### src/rtl/e_walk_if.sv
// e_walk_if: stream bundle for the free-slot enumerator.
//   Bitmap load side: in_vld_i / in_rdy_o / in_x_i.
//   Index stream side: out_vld_o / out_rdy_i / out_idx_o / out_eos_o.
//   busy_o: a walk is in progress.
// The slave modport is the enumerator. The master modport is the producer/consumer pair.
interface e_walk_if #(
  parameter int W    = 4,
  parameter int SEGS = 4
);
  localparam int IDXW = $clog2(W*SEGS);

  logic              in_vld_i;
  logic              in_rdy_o;
  logic [W*SEGS-1:0] in_x_i;
  logic              out_vld_o;
  logic              out_rdy_i;
  logic [IDXW-1:0]   out_idx_o;
  logic              out_eos_o;
  logic              busy_o;

  modport master (
    output in_vld_i, in_x_i, out_rdy_i,
    input  in_rdy_o, out_vld_o, out_idx_o, out_eos_o, busy_o
  );

  modport slave (
    input  in_vld_i, in_x_i, out_rdy_i,
    output in_rdy_o, out_vld_o, out_idx_o, out_eos_o, busy_o
  );
endinterface

### src/rtl/e_walk.sv
// e_walk: sequential free-slot enumerator.
//   A W*SEGS-bit occupancy bitmap (1 = occupied) is loaded, then walked MSB-first, one
//   W-bit segment per scan cycle. Every free bit position is emitted as one beat on the
//   output stream. One end-of-scan beat (idx 0) follows the last position.
// Ports:
//   clk  - clock
//   rst  - synchronous active-high reset
//   bus  - e_walk_if.slave (load stream, index stream, busy)
// Steady throughput is one index per two cycles (SCAN then EMIT). Each empty segment costs one cycle.

// e_cell: per-segment first-free finder.
//   With carry=1 it finds the first zero of x, MSB-first.
//   With carry=0 it finds the first zero strictly below the one-hot sel.
//   It returns the new one-hot sel and the bit position of that zero.
module e_cell #(
  parameter int W = 4
) (
  input  logic [W-1:0]         x_i,
  input  logic [W-1:0]         sel_i,
  input  logic                 carry_i,
  output logic                 hit_o,
  output logic [W-1:0]         sel_o,
  output logic [$clog2(W)-1:0] pos_o
);
  logic [W-1:0] mask;
  logic [W-1:0] free;

  // sel - 1 sets every bit strictly below the one-hot position.
  assign mask = carry_i ? '1 : (sel_i - W'(1));
  assign free = ~x_i & mask;

  always_comb begin
    hit_o = 1'b0;
    pos_o = '0;
    sel_o = '0;
    // Ascending scan: the last match is the highest free bit.
    for (int b = 0; b < W; b++) begin
      if (free[b]) begin
        hit_o = 1'b1;
        pos_o = ($clog2(W))'(b);
      end
    end
    if (hit_o) sel_o[pos_o] = 1'b1;
  end
endmodule

module e_walk #(
  parameter int W    = 4,
  parameter int SEGS = 4
) (
  input logic   clk,
  input logic   rst,
  e_walk_if.slave bus
);
  localparam int N    = W*SEGS;
  localparam int IDXW = $clog2(N);
  localparam int SEGW = (SEGS > 1) ? $clog2(SEGS) : 1;
  localparam int PW   = $clog2(W);

  typedef enum logic [1:0] {IDLE, SCAN, EMIT, EOS} state_e;

  state_e          state_q, state_d;
  logic [N-1:0]    bm_q, bm_d;
  logic [SEGW-1:0] seg_q, seg_d;
  logic [W-1:0]    sel_q, sel_d;
  logic            carry_q, carry_d;
  logic [IDXW-1:0] idx_q, idx_d;

  logic [W-1:0]    seg_x;
  logic            cell_hit;
  logic [W-1:0]    cell_sel;
  logic [PW-1:0]   cell_pos;
  logic [IDXW-1:0] idx_hit;
  logic            last_seg;

  // Segment s occupies bits [N-1-s*W -: W]. Shifting it down to the LSBs selects it.
  assign seg_x    = W'(bm_q >> (W*(SEGS-1-int'(seg_q))));
  assign last_seg = (int'(seg_q) == SEGS-1);

  e_cell #(.W(W)) u_cell (
    .x_i    (seg_x),
    .sel_i  (sel_q),
    .carry_i(carry_q),
    .hit_o  (cell_hit),
    .sel_o  (cell_sel),
    .pos_o  (cell_pos)
  );

  // Offset within the segment counts MSB-first, so offset = W-1-pos.
  assign idx_hit = IDXW'((N-1) - (int'(seg_q)*W + (W-1-int'(cell_pos))));

  always_comb begin
    state_d = state_q;
    bm_d    = bm_q;
    seg_d   = seg_q;
    sel_d   = sel_q;
    carry_d = carry_q;
    idx_d   = idx_q;
    case (state_q)
      IDLE: begin
        if (bus.in_vld_i) begin
          bm_d    = bus.in_x_i;
          seg_d   = '0;
          carry_d = 1'b1;
          sel_d   = '0;
          state_d = SCAN;
        end
      end
      SCAN: begin
        if (cell_hit) begin
          idx_d   = idx_hit;
          sel_d   = cell_sel;
          state_d = EMIT;
        end else if (last_seg) begin
          state_d = EOS;
        end else begin
          seg_d   = seg_q + SEGW'(1);
          carry_d = 1'b1;
        end
      end
      EMIT: begin
        if (bus.out_rdy_i) begin
          carry_d = 1'b0;
          state_d = SCAN;
        end
      end
      EOS: begin
        if (bus.out_rdy_i) state_d = IDLE;
      end
      default: state_d = IDLE;
    endcase
  end

  always_ff @(posedge clk) begin
    if (rst) begin
      state_q <= IDLE;
      bm_q    <= '0;
      seg_q   <= '0;
      sel_q   <= '0;
      carry_q <= 1'b0;
      idx_q   <= '0;
    end else begin
      state_q <= state_d;
      bm_q    <= bm_d;
      seg_q   <= seg_d;
      sel_q   <= sel_d;
      carry_q <= carry_d;
      idx_q   <= idx_d;
    end
  end

  // While reset is held, no load is accepted.
  assign bus.in_rdy_o  = (state_q == IDLE) & ~rst;
  assign bus.out_vld_o = (state_q == EMIT) | (state_q == EOS);
  assign bus.out_eos_o = (state_q == EOS);
  assign bus.out_idx_o = (state_q == EMIT) ? idx_q : '0;
  assign bus.busy_o    = (state_q != IDLE);
endmodule
### src/flat_wrapper.sv
// flat-port wrapper written by rule: the top's interface ports become plain ports
module e_walk_flat 
#(
  parameter int W    = 4,
  parameter int SEGS = 4
)
  (clk, rst, bus_in_vld_i, bus_in_x_i, bus_out_rdy_i, bus_in_rdy_o, bus_out_vld_o, bus_out_idx_o, bus_out_eos_o, bus_busy_o);
  e_walk_if #(.W(W), .SEGS(SEGS)) bus_i ();
  input logic clk;
  input logic rst;
  input wire logic [$bits(bus_i.in_vld_i)-1:0] bus_in_vld_i;
  input wire logic [$bits(bus_i.in_x_i)-1:0] bus_in_x_i;
  input wire logic [$bits(bus_i.out_rdy_i)-1:0] bus_out_rdy_i;
  output wire logic [$bits(bus_i.in_rdy_o)-1:0] bus_in_rdy_o;
  output wire logic [$bits(bus_i.out_vld_o)-1:0] bus_out_vld_o;
  output wire logic [$bits(bus_i.out_idx_o)-1:0] bus_out_idx_o;
  output wire logic [$bits(bus_i.out_eos_o)-1:0] bus_out_eos_o;
  output wire logic [$bits(bus_i.busy_o)-1:0] bus_busy_o;
  assign bus_i.in_vld_i = bus_in_vld_i;
  assign bus_i.in_x_i = bus_in_x_i;
  assign bus_i.out_rdy_i = bus_out_rdy_i;
  assign bus_in_rdy_o = bus_i.in_rdy_o;
  assign bus_out_vld_o = bus_i.out_vld_o;
  assign bus_out_idx_o = bus_i.out_idx_o;
  assign bus_out_eos_o = bus_i.out_eos_o;
  assign bus_busy_o = bus_i.busy_o;
  e_walk #(.W(W), .SEGS(SEGS)) u_core (.clk(clk), .rst(rst), .bus(bus_i));
endmodule
### config.mk
export PLATFORM = sky130hd
export DESIGN_NAME = e_walk_flat
export DESIGN_NICKNAME = d
export VERILOG_FILES = /design/src/rtl/e_walk_if.sv /design/src/rtl/e_walk.sv /design/src/flat_wrapper.sv
export SDC_FILE = /design/constraint.sdc
export NUM_CORES = 1
export LEC_CHECK = 0
export ABC_AREA = 1
export CAP_MARGIN = 20
export CORE_ASPECT_RATIO = 0.5
export CORE_MARGIN = 2
export CORE_UTILIZATION = 30
export CTS_CLUSTER_SIZE = 30
export DETAILED_ROUTE_END_ITERATION = 10
export REMOVE_ABC_BUFFERS = 1
export SETUP_SLACK_MARGIN = 0.05
export SYNTH_ARGS = -nofsm -noshare
export SYNTH_HDL_FRONTEND = slang
export SYNTH_SLANG_ARGS = --single-unit
export TNS_END_PERCENT = 10
### constraint.sdc
create_clock -name clk -period 3.25 [get_ports clk]
set_clock_uncertainty 0.1 [all_clocks]
set_input_delay 0.975 -clock clk [delete_from_list [all_inputs] [get_ports clk]]
set_output_delay 0.975 -clock clk [all_outputs]
set_load 0.05 [all_outputs]
After elaboration in Yosys (flattened, before gate mapping)
Cells that the tools add are included.

word-level totals
  logic and storage cells = 71
  bits of input ports = 20
  flip-flop bits (word level) = 29

operators by class
  $lt $le $gt $ge = 2
  muxes and demuxes = 29
  reductions and logical operators = 11
  shift-type cells = 1
  add/subtract/negate cells = 6
  equality and inequality tests = 11
  bitwise operators = 5

operator list
  operator             count
  $shr 16x32->4        1
  $mux 2               10
  $mux 4               4
  $mux 1               10
  $ne 2x2->1 const B   5
  $pmux 2 s4           1
  $pmux 4 s2           1
  $reduce_and 4->1     2
  $sub 2x2->3 const A  2
  $reduce_and 5->1     1
  $add 4x4->4          1
  $and 4x4->4          1
  $eq 2x1->1 const B   2
  $eq 2x2->1 const B   2
  $not 4->4            1
  $pmux 2 s2           1
  $reduce_and 2->1     2
  $reduce_bool 2->1    2
  $sub 1x4->4 const A  1
  $sub 4x1->4 const B  1
  $lt 2x3->1 const B   1
  $ne 3x1->1 const B   1
  $pmux 1 s3           1
  $reduce_and 3->1     1
  10 further kinds     10

Longest topological paths before layout
  depth in word-level cells = 13
  depth in mapped cells = 12
  depth with buffers taken out = 12

Hierarchy
From an unflattened synthesis, not the netlist that was laid out.

unflattened totals
  cells, all modules = 217
  area, all modules = 1485.2 um2

by module, submodules not included
  module  times used  area each (um2)  cells each  sequential area each (um2)
  e_walk  1           1302.5           185         580.6
  e_cell  1           182.7            32          0.0

Worst setup path after synthesis
Ideal clock, no wire load.

  kind = input to output
  start = input port rst
  end = output port bus_in_rdy_o
  cell stages on the path = 2
  required time = 2.175 ns
  path buffers = 1
  arrival time = 1.840 ns
  slack = 0.335 ns
  cell sequence = clkbuf_1 nor2_1

on the way
  cells in the longest elaborated chain, start to end = 2

ends and longest elaborated chain
  item                line                text
  start: declaration  flat_wrapper.sv:10  input logic rst;
  $not 1->1           e_walk.sv:153       assign bus.in_rdy_o = (state_q == IDLE) & ~rst;
  $and 1x1->1         e_walk.sv:153
  end: declaration    flat_wrapper.sv:14  output wire logic [$bits(bus_i.in_rdy_o)-1:0] bus_in_rdy_o;

Every way passes these cells.

Worst setup path in the final report
  start = register u_core.state_q[1]
  end = output port bus_out_idx_o[3]

on the way
  cells in the longest elaborated chain, start to end = 2

ends and longest elaborated chain
  item                      line                text
  start: declaration        e_walk.sv:62        state_e state_q, state_d;
  start signal: assignment  e_walk.sv:143       state_q <= state_d;
  $eq 2x2->1                e_walk.sv:156       assign bus.out_idx_o = (state_q == EMIT) ? idx_q : '0;
  $mux 4                    e_walk.sv:156
  end: declaration          flat_wrapper.sv:16  output wire logic [$bits(bus_i.out_idx_o)-1:0] bus_out_idx_o;

Every way passes these cells.

==> impl_metrics.env <==
export IMPL_dr_pass1_iters=4
export IMPL_critPathMaxStageDelay_ps=800
export IMPL_grt_pass1_vias=1276
export IMPL_wl_um=3300
export IMPL_power_frac_clock=0.247
export IMPL_final_area_um2=1930
export IMPL_intPower_mw=0.711
export IMPL_grt_total_usage=0.126
export IMPL_startpoint_type="register"
export IMPL_place_area_um2=1850
export IMPL_initial_core_util=0.309
export IMPL_cts_tree="yes"
export IMPL_synth_xor_area_frac=0.00577
export IMPL_netlist_area_um2=1520
export IMPL_vias=1415
export IMPL_cts_root_buf="clkbuf_8"
export IMPL_synth_area_leader_cell="dfxtp_1"
export IMPL_drtIter0Drc=55
export IMPL_hold_ws_ps=358
export IMPL_synth_compound_area_frac=0.140
export IMPL_rsz0062_at_grt="true"
export IMPL_end_kind="output port"
export IMPL_slowest_stage="clkdlybuf4s50_1"
export IMPL_fmax_ghz=0.329
export IMPL_htree_levels=2
export IMPL_ys_types=23
export IMPL_row_count=18
export IMPL_fin_util=0.394
export IMPL_layout_commonest_cell="nor2_1"
export IMPL_setup_viol=0
export IMPL_slew_violations=0
export IMPL_drive_gt1_frac=0.102
export IMPL_p_sw_mw=0.440
export IMPL_synthSimpleGateAreaFrac=0.349
export IMPL_nFillCells=558
export IMPL_cts_buffers=5
export IMPL_clock_sinks=29
export IMPL_switching_share=0.382
export IMPL_avgSynthCellArea_um2=6.69
export IMPL_timing_final_crit_period_ps=3040
export IMPL_combPwrFrac=0.359
export IMPL_viasPerCell=4.35
export IMPL_yosysWarnings=0
export IMPL_tightest_slew_ps=601
export IMPL_cp_data_arrival_time_ps=1970
export IMPL_status="finished clean"
export IMPL_antenna_found_initial=0
export IMPL_route_detailed_drc=0
export IMPL_fin_crit_sh=0.936
export IMPL_numPortBuffers=27
export IMPL_core_region_area_um2=4910
export IMPL_max_slew_margin=0.599
export IMPL_clock_path_buffers=2
export IMPL_grt_overflow_total=0
export IMPL_peakVddDrop_v=0.000159
export IMPL_cp_max_fo=6
export IMPL_ys_ff_latch=29
export IMPL_power_frac_seq=0.394
export IMPL_wl_per_cell_um=10.1
export IMPL_post_cts_buffers=0
export IMPL_crit_chain="inv_1, nor2_1, inv_1, nor2_1, clkdlybuf4s50_1"
export IMPL_hold_viol_final=0
export IMPL_synth_adder_area_share=0.0165
export IMPL_path_class="reg2out"
export IMPL_die_h_um=54.3
export IMPL_ant_nets=0
export IMPL_path_delay_family="buffers and inverters"
export IMPL_layout_common_cells="54 x nor2_1, 41 x nand2_1, 29 x dfxtp_1"
export IMPL_synth_top_family_by_area="simple AND/OR/NAND/NOR gates"
export IMPL_synth_seq_area_share=0.383
export IMPL_clk_pin_slew_ps=70
export IMPL_grt_first_pass_wirelength_um=5570
export IMPL_muxShareOfSynthArea=0
export IMPL_dieArea_um2=5680
export IMPL_p_leak_nw=0.834
export IMPL_nets=276
export IMPL_cp_required_ps=2170
export IMPL_power_density_nw_per_um2=596
export IMPL_finalSetupTns_ps=0
export IMPL_die_w_um=105
export IMPL_gp_congestion=0.787
export IMPL_grt_max_degree=24
export IMPL_maxCapViolCount=0
export IMPL_dp_hpwl_um=2520
export IMPL_num_antenna_cells=0
export IMPL_hp_class="reg2reg"
export IMPL_ys_top_cells_by_area="dfxtp_1 38%, nor2_1 13%, nand2_1 10%"
export IMPL_post_synth_top_area_fraction=0.383
export IMPL_worstSkewPairLatency_ps=280
export IMPL_synthCells=227
export IMPL_synthToLayoutAreaGrowth_pct=27.4
export IMPL_ioPinCount=28
export IMPL_worst_path_buf_inv=3
## final cells by class
class / count / area (um^2) / share of cell area
clock buffers: 6 / 72.6 / 0.0375
clock inverters: 2 / 10.0 / 0.00518
multi-input cells: 160 / 776 / 0.401
inverters: 29 / 109 / 0.0563
flip-flops and latches: 29 / 581 / 0.300
well taps: 70 / 87.6 / 0.0453
repair buffers: 29 / 298 / 0.154
## final timing paths
check | from | end | slack [ps] | cells past startpoint
worst min register to register | u_core.bm_q[0]$_SDFFE_PP0P_ | u_core.bm_q[0]$_SDFFE_PP0P_ | 360 | 2
worst min-delay path | u_core.bm_q[0]$_SDFFE_PP0P_ | u_core.bm_q[0]$_SDFFE_PP0P_ | 360 | 2
worst max register to register | u_core.seg_q[0]$_SDFFE_PP0P_ | u_core.state_q[1]$_SDFFE_PP0P_ | 1250 | 9
worst max-delay path | u_core.state_q[1]$_SDFFE_PP0P_ | bus_out_idx_o[3] | 210 | 5
## layer usage
layer | share of wire | global-route usage
met1 | 0.52 | 0.151
met2 | 0.44 | 0.225
met3 | 0.025 | 0.0333
met4 | 0.014 | 0.0467
met5 | 0 | 0
## logic make-up (layout without fill, tap and decap cells)
family	after synthesis	after routing
and+or+nand+nor	121	121
buffers and inverters	38	66
AOI/OAI and AO/OA	36	36
DFF	29	29
adders and majority gates	2	2
xor gates and xnor gates	1	1
## worst reg2reg max path, cell delays in order (launching register included)
cell and delay [ps]:
dfxtp_1 590, inv_2 170, nand2_1 90, nand3_1 60
nand3_1 100, nand2_2 90, o21ai_4 390, o211ai_1 160
nand2_1 90, inv_1 40
## synthesized netlist by cell type
master	n
nor2_1	54
nand2_1	41
dfxtp_1	29
inv_1	28
o21ai_0	20
nand3_1	15
a21oi_1	5
nand2_2	5
a21oi_2	4
clkbuf_1	4
nand3_2	4
buf_2	3
o21ai_1	3
buf_6	2
ha_1	2
inv_2	1
nand4_1	1
nor2_8	1
o211ai_1	1
o21ai_4	1
o21bai_1	1
o22ai_1	1
xnor2_1	1
## per-stage QoR
step	setup WS, ps	power (mW)	instances
6_report	207	1.15	325
5_1_grt	33.0	1.24	325
4_1_cts	165	1.16	325
3_5_place_dp	353	0.878	317
3_3_place_gp	363	0.871	317
2_1_floorplan	445	0.756	218
## registers in the layout, indices dropped and copies added (netlist names)
signal and cells:
u_core.bm_q 16, u_core.seg_q 2, u_core.carry_q 1, u_core.state_q 2
u_core.sel_q 4, u_core.idx_q 4
## power groups by stage
stage	clock network [mW]	logic, mW	registers [mW]
2_1_floorplan	0	0.299	0.457
3_3_place_gp	0	0.410	0.461
3_5_place_dp	0	0.416	0.461
4_1_cts	0.292	0.417	0.454
5_1_grt	0.312	0.469	0.461
6_report	0.284	0.414	0.454
## what timing repair did
action | 4_1_cts | 5_1_grt
hold buffers | 0 | 0
setup endpoints to repair | 0 | 3
resized for setup | 0 | 1
Power figures use the tool's default switching activity.
